==> src/rtl/fpga_cfg_loader.sv <==
// Wishbone-mapped serial configuration loader for an FPGA fabric chain.
// Shifts 32-bit words MSB first on ccff_head with a divided prog_clk.
module fpga_cfg_loader #(
  parameter int CLK_DIV = 2
) (
  input  logic        wb_clk_i,
  input  logic        wb_rst_i,
  input  logic        wbs_stb_i,
  input  logic        wbs_cyc_i,
  input  logic        wbs_we_i,
  input  logic [3:0]  wbs_sel_i,
  input  logic [31:0] wbs_dat_i,
  input  logic [31:0] wbs_adr_i,
  output logic        wbs_ack_o,
  output logic [31:0] wbs_dat_o,
  output logic        prog_clk,
  output logic        prog_reset,
  output logic        ccff_head,
  input  logic        ccff_tail,
  output logic        isol_n,
  output logic        done_o
);

  typedef enum logic [1:0] {
    IDLE,
    LOW,
    HIGH
  } state_t;

  localparam logic [7:0] DIV_M1 = 8'(CLK_DIV - 1);

  localparam logic [1:0] A_CTRL = 2'd0;
  localparam logic [1:0] A_STAT = 2'd1;
  localparam logic [1:0] A_DATA = 2'd2;
  localparam logic [1:0] A_TAIL = 2'd3;

  state_t      state;
  logic [31:0] sreg;
  logic [31:0] tail;
  logic [4:0]  bit_cnt;
  logic [7:0]  div_cnt;
  logic        done;
  logic        ctrl_rst;
  logic        ctrl_isol;
  logic [31:0] rdata;

  logic        req;
  logic        wr;
  logic [1:0]  adr;
  logic        busy;
  logic        data_wr;
  logic        data_go;
  logic        stall;
  logic        abort;
  logic        div_end;

  logic unused;
  assign unused = ^{wbs_sel_i, wbs_adr_i[31:4], wbs_adr_i[1:0]};

  assign adr     = wbs_adr_i[3:2];
  assign req     = wbs_stb_i & wbs_cyc_i & ~wbs_ack_o;
  assign wr      = req & wbs_we_i;
  assign busy    = (state != IDLE);
  assign data_wr = wr & (adr == A_DATA);
  assign data_go = data_wr & ~busy;
  assign stall   = data_wr & busy;
  assign abort   = wr & (adr == A_CTRL) & wbs_dat_i[0];
  assign div_end = (div_cnt == DIV_M1);

  assign ccff_head  = sreg[31];
  assign prog_reset = ctrl_rst;
  assign isol_n     = ctrl_isol;

  // Register read mux
  always_comb begin
    rdata = 32'd0;
    unique case (adr)
      A_CTRL: rdata = {30'd0, ctrl_isol, ctrl_rst};
      A_STAT: rdata = {30'd0, done, busy};
      A_DATA: rdata = 32'd0;
      A_TAIL: rdata = tail;
      default: rdata = 32'd0;
    endcase
  end

  // Bus side: single-cycle ack, read data, control register
  always_ff @(posedge wb_clk_i) begin
    if (wb_rst_i) begin
      wbs_ack_o <= 1'b0;
      wbs_dat_o <= 32'd0;
      ctrl_rst  <= 1'b1;
      ctrl_isol <= 1'b0;
    end else begin
      wbs_ack_o <= 1'b0;
      wbs_dat_o <= 32'd0;
      if (req && !stall) begin
        wbs_ack_o <= 1'b1;
        if (!wbs_we_i) wbs_dat_o <= rdata;
        if (wr && adr == A_CTRL) begin
          ctrl_rst  <= wbs_dat_i[0];
          ctrl_isol <= wbs_dat_i[1];
        end
      end
    end
  end

  // Shift FSM: LOW/HIGH halves of each prog_clk period
  always_ff @(posedge wb_clk_i) begin
    if (wb_rst_i) begin
      state    <= IDLE;
      sreg     <= 32'd0;
      tail     <= 32'd0;
      bit_cnt  <= 5'd0;
      div_cnt  <= 8'd0;
      done     <= 1'b0;
      done_o   <= 1'b0;
      prog_clk <= 1'b0;
    end else begin
      done_o <= 1'b0;
      if (wr && adr == A_STAT) done <= 1'b0;
      unique case (state)
        IDLE: begin
          if (data_go) begin
            sreg    <= wbs_dat_i;
            bit_cnt <= 5'd31;
            div_cnt <= 8'd0;
            state   <= LOW;
          end
        end
        LOW: begin
          if (div_end) begin
            div_cnt  <= 8'd0;
            prog_clk <= 1'b1;
            tail     <= {tail[30:0], ccff_tail};
            state    <= HIGH;
          end else begin
            div_cnt <= div_cnt + 8'd1;
          end
        end
        HIGH: begin
          if (div_end) begin
            div_cnt  <= 8'd0;
            prog_clk <= 1'b0;
            if (bit_cnt != 5'd0) begin
              bit_cnt <= bit_cnt - 5'd1;
              sreg    <= {sreg[30:0], 1'b0};
              state   <= LOW;
            end else begin
              state <= IDLE;
              if (!abort) begin
                done_o <= 1'b1;
                done   <= 1'b1;
              end
            end
          end else begin
            div_cnt <= div_cnt + 8'd1;
          end
        end
        default: state <= IDLE;
      endcase
      if (abort) begin
        state    <= IDLE;
        prog_clk <= 1'b0;
        div_cnt  <= 8'd0;
      end
    end
  end

endmodule
==> config.mk <==
export PLATFORM = sky130hd
export DESIGN_NAME = fpga_cfg_loader
export DESIGN_NICKNAME = d
export VERILOG_FILES = /design/src/rtl/fpga_cfg_loader.sv
export SDC_FILE = /design/constraint.sdc
export NUM_CORES = 1
export LEC_CHECK = 0
export ABC_AREA = 1
export CORE_UTILIZATION = 40
export DETAILED_ROUTE_END_ITERATION = 10
export PLACE_DENSITY_LB_ADDON = 0.05
export SYNTH_ARGS = -nofsm -noshare
export SYNTH_HDL_FRONTEND = slang
export SYNTH_SLANG_ARGS = --single-unit
export TNS_END_PERCENT = 10
==> constraint.sdc <==
create_clock -name wb_clk_i -period 1.72 [get_ports wb_clk_i]
set_input_delay 0.344 -clock wb_clk_i [delete_from_list [all_inputs] [get_ports wb_clk_i]]
set_output_delay 0.344 -clock wb_clk_i [all_outputs]
set_load 0.02 [all_outputs]
==> results of run 1 <==
[metrics by stage]
stage / std cells / total power, mW / util, % / area (um2)
4_1_cts: 981 / 7.27 / 55.1 / 6730
6_report: 984 / 7.19 / 55.7 / 6800
5_1_grt: 984 / 7.54 / 55.7 / 6800
3_5_place_dp: 949 / 3.82 / 50.4 / 6150
3_3_place_gp: 949 / 3.80 / 50.4 / 6150
2_1_floorplan: 710 / 3.57 / - / 5100
[routing by layer]
layer	global-route usage, %	up-vias	share of wire (%)
met5	0	-	0
li1	-	2404	-
met1	24.1	2023	49
met2	27.8	107	44
met4	7.19	0	1.1
met3	6.54	11	5.6
[layout make-up]
class | instances | area (um2) | area share [%]
clock buffers | 20 | 447 | 6.57
clock inverters | 12 | 130 | 1.91
inverters | 64 | 240 | 3.53
multi-input cells | 490 | 2280 | 33.5
flip-flops and latches | 117 | 2340 | 34.4
well taps | 168 | 210 | 3.09
repair buffers | 113 | 1150 | 16.9
[path summary, 6_finish.rpt]
| kind | start | endpoint | slack [ps] |
|---|---|---|---|
| setup / recovery | wbs_dat_o[22] | wbs_dat_o[22] | 50 |
| hold / removal | tail[14] | wbs_dat_o[14] | 450 |
| setup reg to reg | div_cnt[0] | sreg[17] | 140 |
| hold reg to reg | tail[14] | wbs_dat_o[14] | 450 |
[cells by family after synthesis]
group	Yosys count	share of synthesized area (%)
AO/OA/AOI/OAI	88	8.83
XOR/XNOR	2	0.344
adder cells (fa/ha/maj)	7	1.72
buffers and inverters	103	9.59
flip-flops	117	45.9
AND/OR/NAND/NOR	393	33.6
[power by group]
part | switching [mW] | internal [mW] | total [mW]
Clock | 1.26 | 2.17 | 3.42
Combinational | 0.510 | 0.365 | 0.875
Sequential | 0.0466 | 2.84 | 2.89
Total | 1.81 | 5.37 | 7.19
[flip-flops by register name, summed over array words and instances (netlist names)]
name        count
done            1
prog_clk        1
tail           32
done_o          1
div_cnt         8
sreg           32
wbs_ack_o       1
state           2
prog_reset      1
bit_cnt         5
isol_n          1
wbs_dat_o      32
[repair_timing]
item / 4_1_cts / 5_1_grt
pin swaps: 0 / 0
buffers inserted: 0 / 3
hold buffers: 0 / 0
gates resized for setup: 6 / 15
setup endpoints to repair: 6 / 79
[cell usage in the layout (no fill, tap or decap), types with 4 or more instances in the layout]
cell / n
nand4_1: 8
nand2_1: 172
inv_1: 60
clkinv_2: 4
a21oi_1: 12
o21ai_0: 66
dlygate4sd2_1: 5
buf_4: 28
dlymetal6s2s_1: 10
clkbuf_16: 17
o21ai_1: 6
nor2_1: 121
ha_1: 4
dfxtp_1: 117
buf_12: 7
nand3_1: 12
clkdlybuf4s50_1: 62
nor3_1: 33
nor2_2: 34
inv_2: 4
==> impl_metrics.csv, run 1 <==
group,metric,value,unit
synth,syn_area,5100,um2
setup_path,path_cells,"clkdlybuf4s50_1",
synth,synthCells,710,
setup_path,critPathKind,"reg2out",
cts,numCtsBuffers,17,
synth,synthTopCellsByCount,"nand2_1, nor2_1, dfxtp_1",
global_routing,grt_use_total,18.4,%
synth,synth_top_cell_by_area,"dfxtp_1",
drt,vias,4545,
drt,routedWlPerCell,11.5,um
sta,max_freq,0.598,GHz
floorplan,io_pins,112,
setup_path,rr_worst_depth,10,
layout,fillers,1225,
setup_path,crit_fanout,1,
place,port_buffers,77,
sta,skew,8.92,ps
setup_path,cp_top_family,"buffers and inverters",
cts,cts_root_buffer,"clkbuf_16",
synth,netlist-cell-type-count,31,
pwr,pwr_density_cell,1060,nW/um2
setup_path,cp_slowest_cell,"clkdlybuf4s50_1",
drt,avgViaCountPerCell,4.62,
synth,avgSynthCellArea,7.18,um2
place,dp_slack,-208,ps
synth,yosys.cell_count.top_type,"nand2_1",
setup_path,required,1380,ps
synth,synth_seq_area_share,45.9,%
place,hpwl,7.49,mm
floorplan,die_x,115,um
setup_path,cp_data_arrival_time,1330,ps
sta,setup_violations,0,
sta,final_max_slew_viol_count,0,
synth,synth_edf_count,0,
global_routing,grt-ovfl-total,0,
layout,fin_nets,884,
global_routing,antenna_found_initial,0,
run,cap_violations,0,
global_routing,grt_pass1_vias,4125,
sta,slew_headroom,76.7,%
synth,async_flop_share,0,%
drt,drt-pass1-iter-count,6,
drt,wirelength,11.3,mm
cts,cts_max_level,4,
global_routing,grt_max_degree,52,
sta,final.setup.tns,0,ps
floorplan,dieArea,13200,um2
global_routing,grt_pass1_wl,19.1,mm
cts,clk_pin_slew,50,ps
setup_path,critPathBufInv,1,
setup_path,crit_cells,1,
min_path,hp-class,"reg2reg",
setup_path,critPathMaxStageDelay,600,ps
sta,fin_ws,47.3,ps
cts,clock_path_buffers,2,
synth,ys_seq_elements,117,
drt,drcViolationCount,0,
drt,ant_nets,0,
sta,period_share,97.3,%
setup_path,startpoint_type,"flip-flop",
pwr,p_leak,3.13,nW
layout,syn_to_final_growth,33.4,%
cts,cts_tree,"done",
cts,cts.sinks,117,
sta,whs,453,ps
drt,drt_iter0_markers,336,
synth,synth_top_area_share,45.9,%
min_path,min_path_cells,2,
sta,timing.final.crit_period,1670,ps
sta,rsz0062_at_grt,"yes",
layout,diodes,0,
sta,tightestPinTransition,350,ps
cts,worst_skew_pair.late_latency,410,ps
floorplan,start_util,41.8,%
synth,ys.flop_type,"dfxtp_1",
layout,drive_gt1_share,14.5,%
synth,ys_warn_count,0,
status,status,"complete, no violations",
floorplan,die_h,115,um
pwr,vdd_drop_max,0.617,mV
synth,synth_fp_nets,791,
synth,ys_top_cells_by_area,"dfxtp_1, nand2_1, nor2_1, o21ai_0, inv_1",
place,gp_routability_congestion,0.804,
setup_path,end_kind,"primary output",
sta,hold_viol,0,
floorplan,core,12200,um2
floorplan,row_count,40,
No activity file was read; power rests on OpenSTA's default activity.
==> run 2, diff against run 1 <==
Settings changed: CORE_ASPECT_RATIO from default to 1.25.
==> run 2 against run 1 <==
Worst setup slack got worse by 4.6 ps. Design area rose by 1.9%. Maximum frequency down 0.27%. Count of clock-buffer cells in the layout unchanged. Critical path depth is the same. Total power rose by 5.0%. Die area hardly changed. Critical endpoint is now wbs_dat_o[26].
==> impl_metrics.csv, run 2 (synthesized netlist as in run 1, its figures left out) <==
group,metric,value,unit
sta,max_freq,0.596,GHz
floorplan,start_util,41.5,%
setup_path,startpoint_type,"flip-flop",
floorplan,dieArea,13200,um2
cts,clk_pin_slew,50,ps
drt,drt_iter0_markers,115,
cts,cts_max_level,4,
drt,wirelength,11.4,mm
setup_path,end_kind,"primary output",
cts,clock_path_buffers,2,
place,hpwl,7.44,mm
sta,slew_headroom,78.5,%
layout,diodes,0,
sta,tightestPinTransition,321,ps
cts,cts.sinks,117,
drt,wl_met1,5.34,mm
floorplan,row_count,45,
layout,fillers,1208,
status,status,"complete, no violations",
layout,fin_nets,887,
drt,routedWlPerCell,11.7,um
floorplan,io_pins,112,
layout,final_common_cell,"nand2_1",
cts,cts_tree,"done",
global_routing,antenna_found_initial,0,
setup_path,critPathKind,"reg2out",
layout,design_area,6930,um2
global_routing,grt_pass1_wl,19.0,mm
pwr,p_leak,3.02,nW
sta,setup_violations,0,
cts,worst_skew_pair.late_latency,400,ps
sta,period_share,97.5,%
drt,vias,4533,
setup_path,required,1380,ps
place,gp_routability_congestion,0.798,
cts,numCtsBuffers,17,
layout,syn_to_final_growth,36.0,%
min_path,hp-class,"reg2reg",
floorplan,die_x,103,um
global_routing,grt_max_degree,56,
place,port_buffers,77,
setup_path,cp_data_arrival_time,1330,ps
floorplan,core,12300,um2
sta,hold_viol,0,
sta,final_max_slew_viol_count,0,
setup_path,path_cells,"clkdlybuf4s50_1",
sta,timing.final.crit_period,1680,ps
drt,ant_nets,0,
global_routing,grt-ovfl-total,0,
pwr,pwr_density_cell,1090,nW/um2
drt,route.met2.wl,5.43,mm
place,placed_cell_area,6210,um2
drt,top_layer,"met4",
global_routing,grt_use_total,18.3,%
sta,final.setup.tns,0,ps
sta,rsz0062_at_grt,"yes",
cts,cts_root_buffer,"clkbuf_16",
setup_path,cp_top_family,"buffers and inverters",
sta,fin_ws,42.7,ps
drt,drt-pass1-iter-count,4,
setup_path,cp_slowest_cell,"clkdlybuf4s50_1",
layout,top_regs,"sreg x32, tail x32, wbs_dat_o x32",
sta,skew,6.45,ps
global_routing,grt_pass1_vias,4343,
floorplan,die_h,128,um
setup_path,crit_fanout,1,
run,cap_violations,0,
drt,drcViolationCount,0,
layout,multi_input_area,2310,um2
layout,drive_gt1_share,15.0,%
setup_path,critPathBufInv,1,
pwr,vdd_drop_max,0.606,mV
setup_path,critPathMaxStageDelay,600,ps
setup_path,r2r_slack,130,ps
layout,seqCellArea,2340,um2
drt,avgViaCountPerCell,4.62,
place,dp_slack,-196,ps
layout,layout_common_cells,"nand2_1, nor2_1, dfxtp_1",
drt,met3_wirelength,530,um
## run 2: repair_timing
item,4_1_cts,5_1_grt
buffers inserted,0,4
endpoints found under the setup margin,25,74
hold buffers,0,0
gates cloned,0,1
gates resized for setup,7,8
pin swaps,2,1
## run 2: area by class of cell
type                            count  area share [%]
Clock buffer                       20            6.59
Clock inverter                     11            2.53
Inverter                           64            3.47
Multi-Input combinational cell    490            33.3
Sequential cell                   117            33.8
Tap cell                          164            2.96
Timing Repair Buffer              116            17.4
## run 2: power by group
part / switching, mW / internal, mW / total [mW]
registers: 0.0477 / 2.84 / 2.89
logic: 0.524 / 0.394 / 0.918
clock network: 1.23 / 2.50 / 3.73
## run 2: final timing paths
kind                 start             to  cells after the start
max reg2reg       state[0]        sreg[5]                      9
max          wbs_dat_o[26]  wbs_dat_o[26]                      1
min               tail[31]  wbs_dat_o[31]                      2
min reg2reg       tail[31]  wbs_dat_o[31]                      2
## run 2: through the flow
| stage | hold WS [ps] | std cells | total power [mW] | utilization (%) |
|---|---|---|---|---|
| 3_3_place_gp | 440 | 946 | 3.81 | 50.6 |
| 3_5_place_dp | 444 | 946 | 3.83 | 50.6 |
| 5_1_grt | 472 | 982 | 7.89 | 56.5 |
| 6_report | 454 | 982 | 7.54 | 56.5 |
| 4_1_cts | 455 | 977 | 7.60 | 55.8 |
| 2_1_floorplan | 425 | 710 | 3.57 | - |
## run 2: routing by layer
metal / vias to the layer above / global-route usage, %
met4: 0 / 6.79
met3: 11 / 4.91
met5: - / 0
li1: 2412 / -
met1: 2021 / 21.5
met2: 89 / 31.6
